## src/rtl/i2c_pkg.sv

```systemverilog
// i2c_pkg: state encoding and bus constants shared by the I2C target blocks.
package i2c_pkg;

    typedef enum logic [3:0] {
        IDLE,
        DEV,
        DEV_ACK,
        REG,
        REG_ACK,
        WDATA,
        WDATA_ACK,
        RDATA,
        RDATA_ACK
    } state_t;

    // Level on SDA during the ninth clock of a byte.
    localparam logic ACK  = 1'b0;
    localparam logic NACK = 1'b1;

endpackage

```

## src/rtl/i2c_line_sync.sv

```systemverilog
// i2c_line_sync: brings SCL/SDA into the clk domain (two synchronizer flops plus
// one history flop each) and flags SCL edges and START/STOP conditions.
module i2c_line_sync
    import i2c_pkg::*;
(
    input  logic clk,
    input  logic rst_n,
    input  logic scl_i,
    input  logic sda_i,
    output logic sda_o,
    output logic scl_rise_o,
    output logic scl_fall_o,
    output logic start_o,
    output logic stop_o
);

    // [0],[1] = synchronizer, [2] = previous synchronized value
    logic [2:0] scl_q, scl_d;
    logic [2:0] sda_q, sda_d;

    assign scl_d = {scl_q[1:0], scl_i};
    assign sda_d = {sda_q[1:0], sda_i};

    // Shift the raw lines in; reset to the idle-bus level so reset never fakes an edge.
    always_ff @(posedge clk) begin
        if (!rst_n) begin
            scl_q <= 3'b111;
            sda_q <= 3'b111;
        end else begin
            scl_q <= scl_d;
            sda_q <= sda_d;
        end
    end

    assign sda_o      = sda_q[1];
    assign scl_rise_o =  scl_q[1] & ~scl_q[2];
    assign scl_fall_o = ~scl_q[1] &  scl_q[2];
    // SDA may only move while SCL is held high for START/STOP.
    assign start_o    = scl_q[1] & scl_q[2] &  sda_q[2] & ~sda_q[1];
    assign stop_o     = scl_q[1] & scl_q[2] & ~sda_q[2] &  sda_q[1];

endmodule

```

## src/rtl/i2c_target.sv

```systemverilog
// i2c_target: I2C responder with a register pointer; writes come out as one-cycle
// strobes, reads are served from a combinational register-file port.
module i2c_target
    import i2c_pkg::*;
#(
    parameter logic [7:0] DEVICE = 8'h72
) (
    input  logic       clk,
    input  logic       rst_n,
    input  logic       scl,
    input  logic       sda_in,
    output logic       sda_oe,
    output logic       wr_valid,
    output logic [7:0] wr_addr,
    output logic [7:0] wr_data,
    output logic [7:0] rd_addr,
    input  logic [7:0] rd_data,
    output logic       busy
);

    logic sda_s, scl_rise, scl_fall, bus_start, bus_stop;

    i2c_line_sync u_sync (
        .clk        (clk),
        .rst_n      (rst_n),
        .scl_i      (scl),
        .sda_i      (sda_in),
        .sda_o      (sda_s),
        .scl_rise_o (scl_rise),
        .scl_fall_o (scl_fall),
        .start_o    (bus_start),
        .stop_o     (bus_stop)
    );

    state_t      state_q, state_d;
    logic [3:0]  bitcnt_q, bitcnt_d;
    logic [7:0]  shift_q, shift_d;
    logic [7:0]  ptr_q, ptr_d;
    logic        sda_oe_q, sda_oe_d;
    logic        wr_valid_q, wr_valid_d;
    logic [7:0]  wr_addr_q, wr_addr_d;
    logic [7:0]  wr_data_q, wr_data_d;
    logic        busy_q, busy_d;
    logic        rw_q, rw_d;
    logic        ackhi_q, ackhi_d;   // ACK currently being driven in an *_ACK state
    logic [7:0]  byte_in;

    assign byte_in = {shift_q[6:0], sda_s};

    // Next-state: bus events first, then per-state bit handling on SCL edges.
    always_comb begin
        state_d    = state_q;
        bitcnt_d   = bitcnt_q;
        shift_d    = shift_q;
        ptr_d      = ptr_q;
        sda_oe_d   = sda_oe_q;
        wr_valid_d = 1'b0;
        wr_addr_d  = wr_addr_q;
        wr_data_d  = wr_data_q;
        busy_d     = busy_q;
        rw_d       = rw_q;
        ackhi_d    = ackhi_q;

        if (bus_stop) begin
            state_d  = IDLE;
            sda_oe_d = 1'b0;
            bitcnt_d = 4'd0;
            ackhi_d  = 1'b0;
        end else if (bus_start) begin
            // Repeated START keeps the pointer and drops any partial byte.
            state_d  = DEV;
            bitcnt_d = 4'd0;
            ackhi_d  = 1'b0;
        end else begin
            case (state_q)
                DEV, REG, WDATA: begin
                    if (scl_rise) begin
                        shift_d  = byte_in;
                        bitcnt_d = bitcnt_q + 4'd1;
                        if (bitcnt_q == 4'd7) begin
                            bitcnt_d = 4'd0;
                            ackhi_d  = 1'b0;
                            if (state_q == DEV) begin
                                if (byte_in[7:1] == DEVICE[7:1]) begin
                                    state_d = DEV_ACK;
                                    busy_d  = 1'b1;
                                    rw_d    = byte_in[0];
                                end else begin
                                    state_d = IDLE;
                                end
                            end else if (state_q == REG) begin
                                ptr_d   = byte_in;
                                state_d = REG_ACK;
                            end else begin
                                wr_valid_d = 1'b1;
                                wr_addr_d  = ptr_q;
                                wr_data_d  = byte_in;
                                ptr_d      = ptr_q + 8'd1;
                                state_d    = WDATA_ACK;
                            end
                        end
                    end
                end
                DEV_ACK, REG_ACK, WDATA_ACK: begin
                    if (scl_fall) begin
                        if (!ackhi_q) begin
                            sda_oe_d = ~ACK;
                            ackhi_d  = 1'b1;
                        end else begin
                            sda_oe_d = 1'b0;
                            ackhi_d  = 1'b0;
                            bitcnt_d = 4'd0;
                            if (state_q == DEV_ACK && rw_q) begin
                                // First read bit must be on the wire before the next rise.
                                state_d  = RDATA;
                                sda_oe_d = ~rd_data[7];
                                shift_d  = {rd_data[6:0], 1'b0};
                                bitcnt_d = 4'd1;
                            end else if (state_q == DEV_ACK) begin
                                state_d = REG;
                            end else begin
                                state_d = WDATA;
                            end
                        end
                    end
                end
                RDATA: begin
                    if (scl_fall) begin
                        if (bitcnt_q == 4'd0) begin
                            sda_oe_d = ~rd_data[7];
                            shift_d  = {rd_data[6:0], 1'b0};
                            bitcnt_d = 4'd1;
                        end else if (bitcnt_q == 4'd8) begin
                            sda_oe_d = 1'b0;
                            bitcnt_d = 4'd0;
                            state_d  = RDATA_ACK;
                        end else begin
                            sda_oe_d = ~shift_q[7];
                            shift_d  = {shift_q[6:0], 1'b0};
                            bitcnt_d = bitcnt_q + 4'd1;
                        end
                    end
                end
                RDATA_ACK: begin
                    if (scl_rise) begin
                        if (sda_s == NACK) begin
                            state_d  = IDLE;
                            sda_oe_d = 1'b0;
                        end else begin
                            // Pointer moves now so rd_data is settled by the reload edge.
                            ptr_d    = ptr_q + 8'd1;
                            bitcnt_d = 4'd0;
                            state_d  = RDATA;
                        end
                    end
                end
                default: ;
            endcase
        end

        if (state_d == IDLE) begin
            busy_d = 1'b0;
        end
    end

    // State and output registers with synchronous active-low reset.
    always_ff @(posedge clk) begin
        if (!rst_n) begin
            state_q    <= IDLE;
            bitcnt_q   <= 4'd0;
            shift_q    <= 8'd0;
            ptr_q      <= 8'd0;
            sda_oe_q   <= 1'b0;
            wr_valid_q <= 1'b0;
            wr_addr_q  <= 8'd0;
            wr_data_q  <= 8'd0;
            busy_q     <= 1'b0;
            rw_q       <= 1'b0;
            ackhi_q    <= 1'b0;
        end else begin
            state_q    <= state_d;
            bitcnt_q   <= bitcnt_d;
            shift_q    <= shift_d;
            ptr_q      <= ptr_d;
            sda_oe_q   <= sda_oe_d;
            wr_valid_q <= wr_valid_d;
            wr_addr_q  <= wr_addr_d;
            wr_data_q  <= wr_data_d;
            busy_q     <= busy_d;
            rw_q       <= rw_d;
            ackhi_q    <= ackhi_d;
        end
    end

    assign sda_oe   = sda_oe_q;
    assign wr_valid = wr_valid_q;
    assign wr_addr  = wr_addr_q;
    assign wr_data  = wr_data_q;
    assign rd_addr  = ptr_q;
    assign busy     = busy_q;

endmodule

```

## config.mk

```make
export PLATFORM = sky130hd
export DESIGN_NAME = i2c_target
export DESIGN_NICKNAME = d
export VERILOG_FILES = /design/src/rtl/i2c_pkg.sv /design/src/rtl/i2c_line_sync.sv /design/src/rtl/i2c_target.sv
export SDC_FILE = /design/constraint.sdc
export NUM_CORES = 1
export LEC_CHECK = 0
export BUFFER_PORTS_ARGS = -buffer_cell sky130_fd_sc_hd__buf_2
export CAP_MARGIN = 40
export CORE_MARGIN = 5
export CORE_UTILIZATION = 30
export DETAILED_ROUTE_END_ITERATION = 7
export GPL_TIMING_DRIVEN = 0
export PLACE_DENSITY = 0.44
export SLEW_MARGIN = 20
export SYNTH_ARGS = -nofsm -noshare
export SYNTH_HDL_FRONTEND = slang
export SYNTH_SLANG_ARGS = --single-unit
```

## constraint.sdc

```tcl
create_clock -name clk -period 2.56 [get_ports clk]
set_input_delay 0.512 -clock clk [delete_from_list [all_inputs] [get_ports clk]]
set_output_delay 0.512 -clock clk [all_outputs]
set_load 0.01 [all_outputs]
```

==> run metrics <==
run status completed; RSZ-0062 raised after global routing no; initial antenna violation count 0; diode count 0; vias in the first global route between 2000 and 2500; clock-pin slew on the worst setup and hold paths around 0.09 ns; Antenna Nets Post-Route 0; yosys warns 0; post-DP HPWL ~5300 um; top cell type's share of synthesized area 0.3810; routed wire length approximately 7300 um; Critical R2R Capture busy; H-tree depth 2; layout cells sized above 1 0.2067; first-pass GRT wire length between 10000 and 15000 um; post-cts sizing count 0; fmax 0.4470 GHz; HP Start sda_in; CP startpoint state_q[0]; post-synthesis sequential area ratio 0.3810; max-slew violation count 0; Arrival @ worst endpoint ~2.4 ns; EDFF count, synth 0; Boundary Pins 39; synth cell count leaders 51 x dfxtp_1, 48 x nor2_1, 27 x mux2i_1, 20 x a21oi_1, 14 x nand2_1; global placer's final weighted congestion 0.8887; Remaining Overflow, GRT 0; Worst Path Max Fanout 8; # Post-CTS Setup Buffers 0; worst-path cell chain nand2b_1 -> nor3_1 -> a221oi_1 -> a2111oi_2 -> a31oi_1 -> o22a_1; worst r2r src state_q[0]; Num CTS Buffers 5; Setup Skew about 0.0099 ns; CTS root buffer clkbuf_8; total global-route track usage 0.1327; minimum clock period between 2 and 2.5 ns; syn_area_per_cell ~8.6 um2; DRC 0; Synth area leaders dfxtp_1 38%, mux2i_1 10%, nor2_1 6.7%, a21oi_1 3.7%, nand2b_1 2.1%; Req. time, crit path ~2.8 ns; Starting Density 0.3073; Power Total between 1000 and 1500 uW; Most used DFF post-synth dfxtp_1; vias after detailed routing 2428; Die Ht ~100 um; fill cell count approximately 910; Syn-to-layout area delta 15.55%; I/O Buffers 37; die span in x around 100 um; Critical Path Slowest Stage Cell dfxtp_1; Core ar. slightly below 0.009 mm2; reg2reg setup slack between 0.3 and 0.4 ns; initial DRC count between 200 and 250; Clock Sink Count 51; routed length per instance 15.73 um; std cell rows 34; Synth async-reset ratio 0; multi-input logic area between 0.0015 and 0.002 mm2; worst min-delay path class in2reg; vias per cell around 5.2; Post-Syn Instances 313; crit end category flop; Die Footprint between 0.01 and 0.015 mm2; top-count cell post-synth dfxtp_1; final setup TNS 0 ns; Worst-Margin Slew ~0.74 ns; CP Capture Point busy; Worst path depth 6; syn_nets about 330; crit path buf inv count 0; Startpoint Class flop; Cell Area, Synth approximately 0.0027 mm2; clock buffer depth 2; Final nets roughly 370; final setup vio count 0; worst setup path class reg2reg; crit share post-route 0.8738; CTS tree done; Synth cell types 60; flops & latches, synth 51; Hold Violations, Final 0; CP top delay family compound AO/OA/AOI/OAI gates; relative slew slack 0.5045; largest area contributor in the netlist dfxtp_1; worst r2r path cells 6; Peak supply drop between 0.2 and 0.25 mV; Max-Cap Viols 0; Skew-Pair Late Insertion Delay ~0.31 ns; largest net degree at the start of global routing 17; register area between 0.001 and 0.0015 mm2; pwr dens between 400 and 500 mW/mm2; peak per-stage delay on the critical path between 0.5 and 0.6 ns; CTS Hold Bufs 0; leak pwr between 0.001 and 0.0015 uW; 1st-pass router iterations 4
## per-layer routing
layer / vias up / track usage / wire length, um / part of all wire
met1: 1136 / 0.1961 / 3645 / 0.50
met3: 12 / 0.03104 / 427 / 0.058
met2: 70 / 0.1910 / 3122 / 0.43
li1: 1210 / - / - / -
met5: - / 0 / 0 / 0
met4: 0 / 0.03793 / 136 / 0.019
## registers in the layout (all words and copies together) (netlist names), 3 cells and up
register,cells
state_q,4
u_sync.sda_q,3
u_sync.scl_q,3
bitcnt_q,4
wr_addr,8
rd_addr,8
shift_q,8
wr_data,8
## how the worst min path moves through the flow
stage,to,slack [ns],cells after the start
finish,u_sync.sda_q[0],0.38,2
global route,u_sync.scl_q[0],0.38,2
CTS,u_sync.sda_q[0],0.37,2
detailed placement,u_sync.sda_q[1],0.40,1
global placement,u_sync.scl_q[1],0.39,1
floorplan,u_sync.scl_q[1],0.39,1
## where the power goes
group	switching [uW]	total, uW	leakage [uW]	internal [uW]
registers	7.22	807	0.000412	800
clock network	294	516	0.0000516	222
logic	65.6	103	0.000918	37.4
## stage by stage
step	instance area, um2	hold slack [ns]	std cells	util	setup WS [ns]
after floorplan	2680	0.3863	313	-	0.6078
after global placement	3000	0.3891	458	0.3440	0.3350
after detailed placement	3000	0.3965	458	0.3440	0.3562
after CTS	3097	0.3708	466	0.3551	0.3559
after global routing	3097	0.3757	466	0.3551	0.06615
final	3097	0.3789	466	0.3551	0.3230
## cell type report
type,instances,area share
multi-input combinational,232,0.4881
sequential,51,0.3297
timing repair buffer,37,0.05980
tap,108,0.04364
buffer,21,0.03677
clock buffer,6,0.02667
inverter,9,0.01091
clock inverter,2,0.004444
## cells in the final DEF (no fill, tap or decap), drive strengths merged, types with 2 or more instances in the layout
master	instances
a2111oi	2
a211oi	4
a21oi	21
a31oi	7
a32oi	2
and3	3
and4b	2
buf	49
clkbuf	15
clkinv	2
dfxtp	51
ha	3
inv	9
mux2	7
mux2i	27
nand2	15
nand2b	9
nand3	7
nand3b	3
nand4	4
nor2	50
nor2b	4
nor3	9
nor3b	5
nor4	3
o21ai	15
o22ai	3
o31ai	5
o41ai	2
or2	2
## cells by family (layout without fill, tap and decap cells)
kind of cell / count (synthesis) / after routing / share of synthesized area
XOR/XNOR: 1 / 1 / 0.003269
multiplexers: 34 / 34 / 0.1303
buffers and inverters: 30 / 75 / 0.05508
AND/OR/NAND/NOR: 122 / 122 / 0.2390
adder cells (fa/ha/maj): 3 / 3 / 0.01401
AO/OA/AOI/OAI: 72 / 72 / 0.1774
flip-flops: 51 / 51 / 0.3810
Power figures use the tool's default switching activity.
